==> config.mk <==
export PLATFORM = sky130hd
export DESIGN_NAME = addertree_accum_ctrl
export DESIGN_NICKNAME = d
export VERILOG_FILES = /design/src/rtl/addertree_pkg.sv /design/src/rtl/addertree_accum_ctrl_tree.sv /design/src/rtl/addertree_accum_ctrl.sv
export SDC_FILE = /design/constraint.sdc
export NUM_CORES = 2
export LEC_CHECK = 0
export ABC_AREA = 0
export CORE_AREA = 2 2 673 675
export DETAILED_ROUTE_END_ITERATION = 7
export DIE_AREA = 0 0 675 677
export GPL_TIMING_DRIVEN = 0
export PLACE_DENSITY = 0.3
export SYNTH_ARGS = -nofsm -noshare
export SYNTH_HDL_FRONTEND = slang
export SYNTH_SLANG_ARGS = --single-unit
==> constraint.sdc <==
create_clock -name clk -period 33.9 [get_ports clk]
set_input_delay 6.78 -clock clk [delete_from_list [all_inputs] [get_ports clk]]
set_output_delay 6.78 -clock clk [all_outputs]
set_load 0.02 [all_outputs]
==> src/rtl/addertree_pkg.sv <==
// Shared types and default sizing for the adder-tree accumulation blocks.
package addertree_pkg;

    typedef enum logic [1:0] {
        ACCUM = 2'd0,
        DRAIN = 2'd1,
        OUT   = 2'd2
    } accum_state_e;

    localparam int ADDERTREE_DEF_ELEMENTS = 52;
    localparam int ADDERTREE_DEF_WIDTH    = 32;

endpackage

==> src/rtl/addertree_accum_ctrl_tree.sv <==
// Combinational 3:2 carry-save reduction of NUM_ELEMENTS lanes to one sum, modulo 2^DATA_WIDTH.
// The clk port exists for interface compatibility only and drives nothing.
module AdderTree3to2 #(
    parameter int NUM_ELEMENTS = 52,
    parameter int DATA_WIDTH   = 32
) (
    input  logic                  clk,
    input  logic [DATA_WIDTH-1:0] in_data_i [NUM_ELEMENTS],
    output logic [DATA_WIDTH-1:0] sum_o
);

    logic unused_clk_s;
    assign unused_clk_s = clk;

    // Fold each lane into a sum/carry pair, then resolve with one carry-propagate add
    always_comb begin
        logic [DATA_WIDTH-1:0] sv_s;
        logic [DATA_WIDTH-1:0] cv_s;
        logic [DATA_WIDTH-1:0] xv_s;
        logic [DATA_WIDTH-1:0] maj_s;
        sv_s  = in_data_i[0];
        cv_s  = in_data_i[1];
        xv_s  = '0;
        maj_s = '0;
        for (int i = 2; i < NUM_ELEMENTS; i++) begin
            xv_s  = sv_s ^ cv_s ^ in_data_i[i];
            maj_s = (sv_s & cv_s) | (sv_s & in_data_i[i]) | (cv_s & in_data_i[i]);
            sv_s  = xv_s;
            cv_s  = {maj_s[DATA_WIDTH-2:0], 1'b0};
        end
        sum_o = sv_s + cv_s;
    end

endmodule

==> src/rtl/addertree_accum_ctrl.sv <==
// Accumulates a multi-beat vector: each beat is reduced by one adder tree, beat sums are
// registered and summed across beats, and the total is offered on a valid/ready output.
module addertree_accum_ctrl
    import addertree_pkg::*;
#(
    parameter int NUM_ELEMENTS = ADDERTREE_DEF_ELEMENTS,
    parameter int DATA_WIDTH   = ADDERTREE_DEF_WIDTH,
    parameter int MAX_BEATS    = 16,
    parameter int CNT_W        = $clog2(MAX_BEATS + 1)
) (
    input  logic                  clk,
    input  logic                  rst_n,
    input  logic                  in_valid,
    output logic                  in_ready,
    input  logic [DATA_WIDTH-1:0] in_data [NUM_ELEMENTS],
    input  logic                  in_last,
    output logic                  out_valid,
    input  logic                  out_ready,
    output logic [DATA_WIDTH-1:0] out_sum,
    output logic [CNT_W-1:0]      out_beats,
    output logic                  out_trunc
);

    localparam logic [CNT_W:0] MAX_CNT = (CNT_W + 1)'(MAX_BEATS);
    localparam logic [CNT_W:0] CNT_ONE = (CNT_W + 1)'(1);

    accum_state_e          state_q, state_d;
    logic                  in_ready_q;
    logic                  out_valid_q;
    logic [DATA_WIDTH-1:0] out_sum_q;
    logic [CNT_W-1:0]      out_beats_q;
    logic                  out_trunc_q;

    logic [DATA_WIDTH-1:0] psum_q;
    logic                  psum_vld_q;
    logic                  psum_last_q;
    logic                  psum_trunc_q;
    logic [DATA_WIDTH-1:0] acc_q;
    logic [CNT_W-1:0]      beat_cnt_q;
    logic                  first_q;

    logic [DATA_WIDTH-1:0] tree_sum_s;
    logic                  in_fire_s;
    logic                  out_fire_s;
    logic [CNT_W:0]        cnt_inc_s;
    logic                  at_limit_s;
    logic                  beat_final_s;
    logic [DATA_WIDTH-1:0] acc_sum_s;

    AdderTree3to2 #(
        .NUM_ELEMENTS (NUM_ELEMENTS),
        .DATA_WIDTH   (DATA_WIDTH)
    ) u_tree (
        .clk       (clk),
        .in_data_i (in_data),
        .sum_o     (tree_sum_s)
    );

    assign in_fire_s    = in_valid && in_ready_q;
    assign out_fire_s   = out_valid_q && out_ready;
    assign cnt_inc_s    = {1'b0, beat_cnt_q} + CNT_ONE;
    assign at_limit_s   = (cnt_inc_s == MAX_CNT);
    assign beat_final_s = in_last || at_limit_s;
    // The first beat of a vector starts from zero rather than the stale accumulator
    assign acc_sum_s    = (first_q ? '0 : acc_q) + psum_q;

    // Next-state logic for the beat/drain/output sequencer
    always_comb begin
        state_d = state_q;
        case (state_q)
            ACCUM: begin
                if (in_fire_s && beat_final_s) begin
                    state_d = DRAIN;
                end else begin
                    state_d = ACCUM;
                end
            end
            DRAIN: begin
                state_d = OUT;
            end
            OUT: begin
                if (out_fire_s) begin
                    state_d = ACCUM;
                end else begin
                    state_d = OUT;
                end
            end
            default: begin
                state_d = ACCUM;
            end
        endcase
    end

    // State register with handshake flags registered from the next state
    always_ff @(posedge clk) begin
        if (!rst_n) begin
            state_q     <= ACCUM;
            in_ready_q  <= 1'b0;
            out_valid_q <= 1'b0;
        end else begin
            state_q     <= state_d;
            in_ready_q  <= (state_d == ACCUM);
            out_valid_q <= (state_d == OUT);
        end
    end

    // Stage 1: capture the reduced beat and the beat counter
    always_ff @(posedge clk) begin
        if (!rst_n) begin
            psum_q       <= '0;
            psum_vld_q   <= 1'b0;
            psum_last_q  <= 1'b0;
            psum_trunc_q <= 1'b0;
            beat_cnt_q   <= '0;
        end else begin
            psum_vld_q <= in_fire_s;
            if (in_fire_s) begin
                psum_q       <= tree_sum_s;
                psum_last_q  <= beat_final_s;
                psum_trunc_q <= !in_last && at_limit_s;
                beat_cnt_q   <= cnt_inc_s[CNT_W-1:0];
            end else if (psum_vld_q && psum_last_q) begin
                beat_cnt_q <= '0;
            end
        end
    end

    // Stage 2: accumulate beat sums and latch the result on the closing beat
    always_ff @(posedge clk) begin
        if (!rst_n) begin
            acc_q       <= '0;
            first_q     <= 1'b1;
            out_sum_q   <= '0;
            out_beats_q <= '0;
            out_trunc_q <= 1'b0;
        end else if (psum_vld_q) begin
            acc_q   <= acc_sum_s;
            first_q <= psum_last_q;
            if (psum_last_q) begin
                out_sum_q   <= acc_sum_s;
                out_beats_q <= beat_cnt_q;
                out_trunc_q <= psum_trunc_q;
            end
        end
    end

    assign in_ready  = in_ready_q;
    assign out_valid = out_valid_q;
    assign out_sum   = out_sum_q;
    assign out_beats = out_beats_q;
    assign out_trunc = out_trunc_q;

endmodule
==> flow_summary.yaml <==
sta:
  grt_setup_unrepaired: "true"
  timing.max_slew.rel_slack: 0.1861
  setup_slack_after_layout_ns: -1.507
  final_number_of_setup_violating_endpoints: 21
  final_worst_path_period_share: 1.044
  achievable-frequency_mhz: 28.24
  max_slew_violations: 0
  min_tclk_post_route_ns: 35.41
  worst_pin_slew_ns: 1.211
  timing.final.hold_violations: 0
  clock-skew-final_ns: 0.01208
detailed_routing:
  via_density_per_instance: 2.780
  drt_wl_cell_microns: 29.86
  detailedRoute.firstPassIterationCount: 5
  drt_iter0_drc: 1122
  dr_total_vias: 29280
  drc: 0
  detailed_route_wl_microns: 314500
  antenna_violating_nets_post_route: 0
final_layout:
  synthToLayoutAreaGrowth_pct: 68.23
  nets: 7767
  drive_gt1_frac: 0.1045
  final_cell_count_no_fill: 10530
global_route:
  grt.total_usage: 0.1357
  grt_pass1_vias: 36080
  maximum_number_of_pins_on_one_net_before_global_route_repair: 17
  global_routing_s_busiest_layer: "met2"
  global_route.usage.met2: 0.2856
  use_met3: 0.03058
  grt_use_met1: 0.1217
  globalRoute.totalOverflow: 0
  grt_pass1_wl_microns: 394600
  grt_antenna_before_repair: 164
outcome:
  run_status: "finished with violations"
  violations_in_the_final_reports: "setup timing"
critical_path:
  worst-endpoint-arrival_ns: 35.69
  worst_ep_required_time_ns: 34.18
  timing.critical_path.buf_inv: 3
  crit_path_max_fanout: 4
  critPathLaunchType: "primary input"
  cp_dominant_cell_by_count: "fa_2"
  worst_setup_path_class: "primary input to flip-flop"
  critical_path.slowest_cell: "fa_2"
  critical_path.endpoint_type: "flip-flop"
  slowest_delay_ns: 0.87
  cpLargestDelayFamily: "adder cells"
floorplan:
  core_area_sq_um: 450600
  die_area_sq_um: 457000
  start_util: 0.08766
  standard_cell_row_count: 247
  boundaryPins: 1709
  die_w_microns: 675
  die_outline_height_microns: 677
place:
  number_of_input_and_output_port_buffers_inserted: 1707
  preCtsSetupSlack_ns: -5.728
  dp.final_hpwl_microns: 307800
  globalplace.congestion: 0.9286
  place_inst: 10410
job:
  cap_viol_max_count: 0
clocking:
  cts_max_path_buffers: 2
  cts_htree_levels: 4
  worstSkewPairLatency_ns: 0.44
  cts.sinks: 115
  tritoncts: "yes"
  cts.clk_slew.worst_paths_ns: 0.06
  hold_fix_buffer_count_after_cts: 0
  cts_made_buffers: 17
  library_cell_used_as_clock_root_buffer: "clkbuf_16"
logic_synthesis:
  post-synth-top-count-cell: "fa_1"
  post-synth-top-area-fraction: 0.7618
  netlist_instances: 2727
  most_used_flip_flop_cell_after_synthesis: "dfxtp_1"
  syn_nets: 6010
  ys_warn_count: 0
  ys_seq_elements: 115
  synth_area_leader_cell: "fa_1"
  syn-cell-area_sq_um: 39500
  synth_top_cells_by_area: "fa_1 (76%), dfxtp_1 (5.8%), ha_1 (3.5%), xnor2_1 (2.7%), inv_1 (2.0%)"
  async_flop_share: 0
  edff_count_synth: 0
  synth_seq_area_share: 0.05829
  post_synth.cell_area_avg_sq_um: 14.48
  ys_types: 61
  synth.cells.most_frequent: "fa_1 (1503), inv_1 (209), xnor2_1 (120), dfxtp_1 (115), ha_1 (111)"
worst_hold_path:
  worst_hold_path_type: "flip-flop to flip-flop"
## timing repair
item                                    4_1_cts  5_1_grt
pin swaps                                   125      143
gates cloned                                  0        0
setup buffers                                12       22
resized for setup                           390      134
endpoints found under the setup margin       28       27
## stage by stage
step                      hold slack, ns  area [sq um]    util  TNS, ns
after global routing              0.4809         66370  0.1473   -35.43
final                             0.4594         66450  0.1475   -21.57
after floorplan                   0.4323         39500       -        0
after CTS                         0.4607         65790  0.1460   -32.85
after detailed placement          0.4522         64060  0.1422   -99.99
after global placement            0.4526         64060  0.1422   -99.86
## logic make-up after synthesis
kind of cell / after synthesis / share of synthesized area
compound gates: 269 / 0.04470
buf+inv: 249 / 0.02366
xor+xnor: 146 / 0.03307
mux: 31 / 0.007951
simple gates: 303 / 0.03538
flops: 115 / 0.05829
fa+ha+maj: 1614 / 0.7969
## cell type report
class	count	area (sq um)
well taps	5976	7477
flip-flops and latches	115	2302
diodes	62	155.1
clock buffers	22	494.2
multi-input cells	2363	37620
fillers	50340	384100
plain buffers	38	142.6
repair buffers	1740	17320
inverters	209	784.5
clock inverters	9	150.1
## worst min-delay path: cells and delay by family (launching register included)
family	cells	cell delay (ns)
AOI/OAI and AO/OA	1	0.05
and+or+nand+nor	1	0.05
DFF	1	0.31
## cell usage in the layout (no fill, tap or decap), types with 23 or more instances in the layout
cell	n
nand3_1	25
a21o_1	24
nor2b_1	30
mux2i_1	28
nand2_1	102
ha_1	98
xor2_1	23
clkdlybuf4s50_1	1665
a21oi_1	76
nor2_1	82
inv_1	202
fa_1	1228
buf_4	25
clkbuf_1	30
dfxtp_1	115
fa_2	275
diode_2	62
xnor2_1	106
## registers in the layout, indices dropped and copies added, names as in the netlist
register      count
psum_trunc_q      1
psum_last_q       1
state_q           2
psum_q           32
in_ready          1
out_beats         5
beat_cnt_q        5
out_sum          32
psum_vld_q        1
acc_q            32
first_q           1
out_valid         1
out_trunc         1
## layer usage
layer  vias to the layer above  share of wire
met5                         -         0.0022
met4                       106          0.040
met3                       344          0.052
met2                      1049           0.60
met1                     15630           0.30
li1                      12150              -
## final timing paths
check	slack, ns	start	cells past startpoint	end
hold reg to reg	0.46	out_beats[2]	2	out_beats[2]
setup reg to reg	29.78	first_q	13	out_sum[22]
setup / recovery	-1.51	in_data[1578]	61	psum_q[31]
hold / removal	0.46	out_beats[2]	2	out_beats[2]
Power is not shown: default switching activity piles up to over one toggle a cycle in this logic, so the estimate is an artifact.
